[src/rtl/mesi_isc_cpu_port.sv]
// CPU-side port of a MESI coherence controller: a master FSM that broadcasts,
// waits for enable and accesses memory, plus a coherence-bus snoop responder.
module mesi_isc_cpu_port #(
  parameter int ADDR_WIDTH     = 32,
  parameter int MBUS_CMD_WIDTH = 3,
  parameter int CBUS_CMD_WIDTH = 3,
  parameter int SNOOP_LAT      = 2
) (
  input  logic                      clk,
  input  logic                      rst,
  input  logic                      req_valid_i,
  input  logic                      req_wr_i,
  input  logic [ADDR_WIDTH-1:0]     req_addr_i,
  output logic                      req_ready_o,
  output logic                      done_o,
  output logic [MBUS_CMD_WIDTH-1:0] mbus_cmd_o,
  output logic [ADDR_WIDTH-1:0]     mbus_addr_o,
  input  logic                      mbus_ack_i,
  input  logic [CBUS_CMD_WIDTH-1:0] cbus_cmd_i,
  input  logic [ADDR_WIDTH-1:0]     cbus_addr_i,
  output logic                      cbus_ack_o,
  output logic [7:0]                snoop_cnt_o,
  output logic                      err_o
);

  localparam logic [MBUS_CMD_WIDTH-1:0] MBUS_NOP      = MBUS_CMD_WIDTH'(0);
  localparam logic [MBUS_CMD_WIDTH-1:0] MBUS_WR       = MBUS_CMD_WIDTH'(1);
  localparam logic [MBUS_CMD_WIDTH-1:0] MBUS_RD       = MBUS_CMD_WIDTH'(2);
  localparam logic [MBUS_CMD_WIDTH-1:0] MBUS_WR_BROAD = MBUS_CMD_WIDTH'(3);
  localparam logic [MBUS_CMD_WIDTH-1:0] MBUS_RD_BROAD = MBUS_CMD_WIDTH'(4);

  localparam logic [CBUS_CMD_WIDTH-1:0] CBUS_NOP      = CBUS_CMD_WIDTH'(0);
  localparam logic [CBUS_CMD_WIDTH-1:0] CBUS_EN_WR    = CBUS_CMD_WIDTH'(3);
  localparam logic [CBUS_CMD_WIDTH-1:0] CBUS_EN_RD    = CBUS_CMD_WIDTH'(4);

  localparam logic [3:0] SNOOP_LAT_M1 = 4'(SNOOP_LAT - 1);

  typedef enum logic [1:0] {
    ST_IDLE,
    ST_BROAD,
    ST_WAIT_EN,
    ST_ACCESS
  } state_t;

  state_t                  state_q, state_d;
  logic                    wr_q, wr_d;
  logic [ADDR_WIDTH-1:0]   addr_q, addr_d;
  logic                    rdy_en_q, rdy_en_d;
  logic                    done_q, done_d;
  logic                    busy_q, busy_d;
  logic                    is_snoop_q, is_snoop_d;
  logic                    guard_q, guard_d;
  logic [3:0]              lat_q, lat_d;
  logic [7:0]              snoop_cnt_q, snoop_cnt_d;
  logic                    err_q, err_d;

  logic cmd_legal;
  logic cmd_illegal;
  logic is_en;
  logic en_match;
  logic capture;

  assign cmd_legal   = (cbus_cmd_i != CBUS_NOP) && (cbus_cmd_i <= CBUS_EN_RD);
  assign cmd_illegal = cbus_cmd_i > CBUS_EN_RD;
  assign is_en       = (cbus_cmd_i == CBUS_EN_WR) || (cbus_cmd_i == CBUS_EN_RD);
  assign en_match    = ((cbus_cmd_i == CBUS_EN_WR) == wr_q) && (cbus_addr_i == addr_q);
  assign capture     = cmd_legal && !busy_q && !guard_q;

  // rdy_en_q keeps the port closed for the first cycle after reset.
  assign req_ready_o = (state_q == ST_IDLE) && rdy_en_q && req_valid_i;
  assign cbus_ack_o  = busy_q && (lat_q == 4'd0);
  assign done_o      = done_q;
  assign snoop_cnt_o = snoop_cnt_q;
  assign err_o       = err_q;

  // NOTE: every signal written here gets a default first so no latch is inferred.
  always_comb begin
    state_d     = state_q;
    wr_d        = wr_q;
    addr_d      = addr_q;
    rdy_en_d    = 1'b1;
    done_d      = 1'b0;
    busy_d      = busy_q;
    is_snoop_d  = is_snoop_q;
    guard_d     = 1'b0;
    lat_d       = lat_q;
    snoop_cnt_d = snoop_cnt_q;
    err_d       = err_q;
    mbus_cmd_o  = MBUS_NOP;
    mbus_addr_o = '0;

    // Snoop responder runs independently of the master FSM.
    if (busy_q) begin
      if (lat_q == 4'd0) begin
        busy_d  = 1'b0;
        guard_d = 1'b1;
        if (is_snoop_q && (snoop_cnt_q != 8'hFF)) snoop_cnt_d = snoop_cnt_q + 8'd1;
      end else begin
        lat_d = lat_q - 4'd1;
      end
    end else if (capture) begin
      busy_d     = 1'b1;
      is_snoop_d = !is_en;
      lat_d      = is_en ? 4'd0 : SNOOP_LAT_M1;
    end

    if (cmd_illegal) err_d = 1'b1;
    if (capture && is_en && ((state_q != ST_WAIT_EN) || !en_match)) err_d = 1'b1;
    if (mbus_ack_i && ((state_q == ST_IDLE) || (state_q == ST_WAIT_EN))) err_d = 1'b1;

    unique case (state_q)
      ST_IDLE: begin
        if (req_ready_o) begin
          wr_d    = req_wr_i;
          addr_d  = req_addr_i;
          state_d = ST_BROAD;
        end
      end
      ST_BROAD: begin
        mbus_cmd_o  = wr_q ? MBUS_WR_BROAD : MBUS_RD_BROAD;
        mbus_addr_o = addr_q;
        if (mbus_ack_i) state_d = ST_WAIT_EN;
      end
      ST_WAIT_EN: begin
        // Mismatched enables are acknowledged and flagged but never advance.
        if (capture && is_en && en_match) state_d = ST_ACCESS;
      end
      ST_ACCESS: begin
        mbus_cmd_o  = wr_q ? MBUS_WR : MBUS_RD;
        mbus_addr_o = addr_q;
        if (mbus_ack_i) begin
          done_d  = 1'b1;
          state_d = ST_IDLE;
        end
      end
      default: state_d = ST_IDLE;
    endcase
  end

  // NOTE: sequential state uses non-blocking assignments only.
  always_ff @(posedge clk) begin
    if (rst) begin
      state_q     <= ST_IDLE;
      wr_q        <= 1'b0;
      addr_q      <= '0;
      rdy_en_q    <= 1'b0;
      done_q      <= 1'b0;
      busy_q      <= 1'b0;
      is_snoop_q  <= 1'b0;
      guard_q     <= 1'b0;
      lat_q       <= 4'd0;
      snoop_cnt_q <= 8'd0;
      err_q       <= 1'b0;
    end else begin
      state_q     <= state_d;
      wr_q        <= wr_d;
      addr_q      <= addr_d;
      rdy_en_q    <= rdy_en_d;
      done_q      <= done_d;
      busy_q      <= busy_d;
      is_snoop_q  <= is_snoop_d;
      guard_q     <= guard_d;
      lat_q       <= lat_d;
      snoop_cnt_q <= snoop_cnt_d;
      err_q       <= err_d;
    end
  end

endmodule

[config.mk]
export PLATFORM = sky130hd
export DESIGN_NAME = mesi_isc_cpu_port
export DESIGN_NICKNAME = d
export VERILOG_FILES = /design/src/rtl/mesi_isc_cpu_port.sv
export SDC_FILE = /design/constraint.sdc
export NUM_CORES = 1
export LEC_CHECK = 0
export BUFFER_PORTS_ARGS = -buffer_cell sky130_fd_sc_hd__buf_2
export CAP_MARGIN = 20
export CORE_ASPECT_RATIO = 0.5
export CORE_MARGIN = 2
export CORE_UTILIZATION = 43
export DETAILED_ROUTE_END_ITERATION = 12
export PLACE_DENSITY = 0.83
export SETUP_SLACK_MARGIN = 0.2
export SLEW_MARGIN = 20
export SYNTH_ARGS = -nofsm -noshare
export SYNTH_HDL_FRONTEND = slang
export SYNTH_SLANG_ARGS = --single-unit
[constraint.sdc]
create_clock -name clk -period 1.61 [get_ports clk]
set_input_delay 0.2415 -clock clk [delete_from_list [all_inputs] [get_ports clk]]
set_output_delay 0.2415 -clock clk [all_outputs]
set_load 0.01 [all_outputs]
==> results of run 1 <==
[placed cells by master, fill, tap and decap left out, drive strengths merged, types with 2 or more instances in the layout]
| master | n |
|---|---|
| a21oi | 38 |
| a31oi | 4 |
| and3 | 4 |
| buf | 175 |
| clkbuf | 12 |
| clkinv | 2 |
| dfxtp | 53 |
| ha | 8 |
| inv | 6 |
| mux2i | 2 |
| nand2 | 75 |
| nand3 | 2 |
| nand4 | 8 |
| nor2 | 15 |
| nor2b | 34 |
| nor3 | 3 |
| nor4 | 6 |
| o21ai | 2 |
| or3 | 2 |
| xnor2 | 20 |
| xor2 | 20 |
[flip-flops by register name, summed over array words and instances, names as in the netlist]
register,cells
addr_q,32
snoop_cnt_o,8
lat_q,4
state_q,2
busy_q,1
done_o,1
err_o,1
guard_q,1
is_snoop_q,1
rdy_en_q,1
wr_q,1
[metrics by stage]
| step | util, % | hold WS (ps) | worst slack (ps) |
|---|---|---|---|
| 4_1_cts | 67.6 | 182 | -84.1 |
| 3_5_place_dp | 59.4 | 467 | -216 |
| 5_1_grt | 81.7 | 192 | -398 |
| 3_3_place_gp | 59.4 | 465 | -139 |
| 6_report | 81.7 | 183 | -363 |
| 2_1_floorplan | - | 358 | 45.3 |
[cell families (layout without fill, tap and decap cells)]
family | count (synthesis) | in the layout | synth area share, %
adder cells (fa/ha/maj) | 8 | 8 | 3.73
multiplexers | 3 | 3 | 1.17
other | 0 | 1 | 0
buffers and inverters | 21 | 197 | 3.08
flip-flops | 53 | 53 | 39.6
XOR/XNOR | 40 | 40 | 13.1
AO/OA/AOI/OAI | 50 | 50 | 10.6
AND/OR/NAND/NOR | 155 | 155 | 28.8
[power breakdown]
part / switching (W) / internal [W]
clock network: 0.000509 / 0.000730
logic: 0.00138 / 0.00147
registers: 0.000154 / 0.00146
total: 0.00204 / 0.00367
[critical path: cells and delay by family, from the launching register on]
kind / cells / cell delay (ps)
AND/OR/NAND/NOR: 2 / 490
XOR/XNOR: 1 / 320
buffers and inverters: 1 / 190
AO/OA/AOI/OAI: 2 / 470
flip-flops: 1 / 360
[repair_timing]
action | CTS | global route
setup buffers | 13 | 14
cloned | 2 | 8
pin swaps | 12 | 42
endpoints found under the setup margin | 76 | 78
resized for setup | 45 | 135
[worst min path at each step]
stage | to | cells after the start
3_5_place_dp | addr_q[24] | 2
3_3_place_gp | addr_q[26] | 2
5_1_grt | addr_q[13] | 3
4_1_cts | addr_q[30] | 3
6_report | snoop_cnt_o[0] | 2
2_1_floorplan | rdy_en_q | 1
[final cells by class]
type | instances | area, um^2
clock inverters | 3 | 41.3
multi-input cells | 256 | 2100
fillers | 344 | 1110
clock buffers | 5 | 125
repair buffers | 182 | 1450
inverters | 7 | 33.8
diodes | 1 | 2.50
flip-flops and latches | 53 | 1090
well taps | 88 | 110
[metal layers]
layer / up-vias / GRT usage [%] / share of wire [%]
met5: - / 0 / 0
met4: 0 / 5.44 / 5.3
met3: 60 / 4.06 / 7.2
met2: 184 / 39.3 / 48
met1: 1521 / 25.1 / 40
li1: 1445 / - / -
==> results by group, run 1 <==
Timing
  • Slew Viols, Final: 0
  • Achievable Freq: 507 MHz
  • Hold Fails Final Rpt: 0
  • Setup WS post-layout: -363 ps
  • Final Skew: 5.06 ps
  • Final Critical Period: 1970 ps
  • Setup TNS: -5400 ps
  • RSZ-0062 raised after global routing: true
  • Worst-margin pin slew: 409 ps
  • # setup viols final: 45
  • Post-route clock period utilization: 123%
  • Slew margin rel.: 72.7%

Setup path
  • CP endpoint kind: flop
  • Last element of the critical path: err_o
  • WP data required: 1780 ps
  • Crit path from: addr_q[25]
  • Reg2reg end: err_o
  • Max stage delay on crit path: 360 ps
  • WP data arrival: 2140 ps
  • Worst reg-to-reg path cell count: 6
  • R2R Setup Slk: -360 ps
  • Crit path kind: reg2reg
  • CP Max Fanout: 3
  • Reg-to-Reg Start: addr_q[25]
  • CP max stage cell: dfxtp_1
  • CP Launch Type: flop
  • CP Cell Sequence: xnor2_1, nand4_1, nor4_2, buf_4, a31oi_1, o41a_1

Placed design
  • Dpl cell area: 0.00360 mm^2
  • Post-detail-place hpwl: 5360 um
  • Placed cell count: 549
  • Port buffer count: 118
  • Final GP Congestion: 0.797

Clocking
  • CTS tree: done
  • CTS buffer count: 5
  • Clock-pin transition on the worst setup and hold timing paths: 70 ps
  • CTS Buffer Depth: 2
  • Max H-tree Level: 2
  • Worst-skew pair later-pin latency: 300 ps
  • Sink Count: 53
  • Root Driver: clkbuf_16
  • Hold buffers post-CTS: 0

Hold path
  • Hold Path Class: in2reg
  • Hold_sp: rst

Detailed routing
  • Vias per inst: 5.39
  • Post-route DRC: 0
  • Vias: 3210
  • Iteration-0 DRC Markers: 234
  • Post-route ant nets: 0
  • Per-cell routed wire length: 19.1 um
  • TritonRoute pass-1 iters: 6
  • Routed WL: 11300 um

Global route
  • Initial antenna violation count: 1
  • Global-route wire length before repair: 11300 um
  • Largest net degree at the start of global routing: 28
  • GRT Util Overall: 21.0%
  • Congestion Overflow GR: 0
  • Number of global-route vias before repair: 2547

Yosys
  • Synth cell types: 37
  • Post-synth EDFFs: 0
  • Top cell type's share of synthesized area: 39.6%
  • Sequential area share after synthesis: 39.6%
  • Async S/R FF share, synth: 0%
  • Synth Cell Area: 0.00268 mm^2
  • Synthesized net count: 410
  • Most frequent cell after synthesis: nand2_1
  • Prevailing post-synth register cell: dfxtp_1
  • Post-Syn Area per Cell: 8.12 um^2
  • Post-synth top cells: nand2_1, dfxtp_1, a21oi_1
  • Area leader, netlist: dfxtp_1
  • Synthesized instance count: 330
  • Number of synthesized register bits: 53
  • Yosys Warn Count: 0
  • Area contributors post-synth: dfxtp_1, nand2_1, nor2b_1

Layout
  • Synthesis-to-layout area growth: 84.6%
  • Share of layout cells above drive strength 1: 60.7%
  • Non-Filler Instances: 595
  • Final nets: 585
  • Design area: 0.00495 mm^2

Outcome
  • Status: finished, violations left
  • Failing checks: setup timing

Die
  • # IOs: 119
  • Starting Density: 44.3%
  • Die area: 0.00692 mm^2
  • FP Rows: 20
  • Die X: 116 um
  • Die Y: 59.8 um
  • Area of the core: 0.00606 mm^2

Power and ir drop
  • Pwr Total: 0.00570 W
  • Pwr Density: 1150 mW/mm^2
  • Leakage: 2.23 nW
  • Max VDD drop: 0.000520 V

Run
  • Max_cap viols: 0
No activity file was read; power rests on OpenSTA's default activity.
==> run 2, diff against run 1 <==
Settings changed: PLACE_DENSITY 0.83 to 0.77.
==> results by group, run 2 (same netlist as run 1, synthesis figures left out) <==
Outcome
  • Status: finished, violations left
  • Failing checks: setup timing

Clocking
  • CTS tree: done
  • Sink Count: 53
  • Max H-tree Level: 2
  • Root Driver: clkbuf_16
  • Worst-skew pair later-pin latency: 290 ps
  • CTS buffer count: 5
  • Clock-pin transition on the worst setup and hold timing paths: 70 ps
  • CTS Buffer Depth: 2

Setup path
  • Crit-path leading delay family: flip-flops
  • CP Launch Type: flop
  • Crit path from: state_q[0]
  • Last element of the critical path: mbus_addr_o[6]
  • CP Depth: 5
  • WP data required: 1370 ps
  • CP Cell Sequence: ha_2, nor2_4, buf_12, nor2b_1, buf_2
  • Crit path kind: reg2out
  • CP Max Fanout: 24
  • Max stage delay on crit path: 350 ps
  • Reg-to-Reg Start: addr_q[30]
  • Worst reg-to-reg path cell count: 6
  • WP data arrival: 1460 ps
  • R2R Setup Slk: -60 ps
  • Buf/Inv on CP: 2
  • CP max stage cell: dfxtp_2
  • CP endpoint kind: output port
  • Reg2reg end: err_o

Global route
  • Initial antenna violation count: 0
  • Number of global-route vias before repair: 2558
  • Congestion Overflow GR: 0
  • Global-route wire length before repair: 11100 um
  • GRT Util Overall: 20.4%
  • Largest net degree at the start of global routing: 30

Layout
  • Commonest non-fill, non-tap cell in the layout: buf_2
  • Final nets: 567
  • Share of layout cells above drive strength 1: 45.5%
  • Non-Filler Instances: 576
  • Final Util: 68.5%
  • Antenna diode count: 0
  • Max reg flops: 32
  • Most frequent cells in the layout: buf_2, nand2_1, dfxtp_1
  • Top reg by flops: addr_q
  • Synthesis-to-layout area growth: 54.7%

Timing
  • Worst-margin pin slew: 332 ps
  • Achievable Freq: 589 MHz
  • Final Skew: 4.90 ps
  • Slew Viols, Final: 0
  • RSZ-0062 raised after global routing: true
  • Setup TNS: -1950 ps
  • Hold Fails Final Rpt: 0
  • Setup WS post-layout: -87.7 ps
  • Final Critical Period: 1700 ps
  • Hold WS: 178 ps
  • Slew margin rel.: 77.9%
  • Post-route clock period utilization: 105%
  • # setup viols final: 33

Die
  • Area of the core: 0.00606 mm^2
  • Die X: 116 um
  • # IOs: 119
  • Die Y: 59.8 um
  • Die area: 0.00692 mm^2
  • FP Rows: 20
  • Starting Density: 44.3%

Power and ir drop
  • Int Power: 0.00301 W
  • Seq pwr share: 35.6%
  • Sw Ratio: 32.2%
  • Pwr Total: 0.00444 W
  • Pwr Density: 1070 mW/mm^2
  • Psw: 0.00143 W
  • Leakage: 1.89 nW
  • Clock Power Share: 26.9%
  • Max VDD drop: 0.000556 V
  • Comb pwr share: 37.5%

Detailed routing
  • Iteration-0 DRC Markers: 117
  • Vias: 2754
  • Vias per inst: 4.78
  • Routed WL: 7550 um
  • TritonRoute pass-1 iters: 4
  • Post-route DRC: 0
  • Per-cell routed wire length: 13.1 um
  • Post-route ant nets: 0

Run
  • Max_cap viols: 0

Placed design
  • Placed cell count: 550
  • Final GP Congestion: 0.794
  • Port buffer count: 118
  • Post-detail-place hpwl: 5320 um

Hold path
  • Hold Path Class: in2reg
==> run 2: cell count changes in the layout (fill, tap and decap cells not counted), sizes merged <==
cell	before	now
buf	175	163
clkinvlp	1	0
clkbuf	12	7
diode	1	0
==> run 2: layout make-up <==
class	count	area, um^2
Clock buffer	6	129
Fill cell	494	1910
Timing Repair Buffer	164	1040
Multi-Input combinational cell	256	1710
Inverter	7	31.3
Clock inverter	2	35.0
Tap cell	88	110
Sequential cell	53	1090
==> run 2: worst register-to-register path, stage by stage (launching register included) <==
cell and delay (ps):
dfxtp_2 320, xor2_1 140, nor4_2 310, nand4_1 220
nor2_2 160, a31oi_1 90, o41a_1 320
==> run 2: timing repair <==
action | CTS | global route
resized for setup | 30 | 23
endpoints found under the setup margin | 74 | 72
buffers inserted | 10 | 6
pin swaps | 12 | 8
hold buffers | 0 | 0
cloned | 1 | 1
==> run 2: power by group through the flow <==
stage                     sequential, W  combinational [W]  clock [W]
after global routing            0.00160            0.00183    0.00128
after global placement          0.00158            0.00126          0
after floorplan                 0.00157           0.000824          0
after CTS                       0.00158            0.00149    0.00121
final                           0.00158            0.00167    0.00120
after detailed placement        0.00159            0.00127          0
==> run 2: how the worst min path moves through the flow <==
stage / startpoint / endpoint / slack (ps) / depth (start not counted)
floorplan: rst / rdy_en_q / 360 / 1
global placement: is_snoop_q / is_snoop_q / 460 / 2
detailed placement: is_snoop_q / is_snoop_q / 470 / 2
CTS: req_addr_i[10] / addr_q[10] / 180 / 3
global route: req_addr_i[17] / addr_q[17] / 190 / 3
finish: req_addr_i[16] / addr_q[16] / 180 / 3
==> run 2: layer usage <==
layer  GRT usage, %  wire length (um)  vias up
met5              0                 0        -
met4           6.46                71        0
met3           4.16               285        7
met2           37.8              3930       55
met1           24.0              3260     1290
li1               -                 -     1402
==> run 2: per-stage QoR <==
stage	cell area, um^2	setup slack, ps
floorplan	2750	45.3
global placement	3600	-148
detailed placement	3600	-213
CTS	3980	-88.7
global route	4150	-185
finish	4150	-87.7
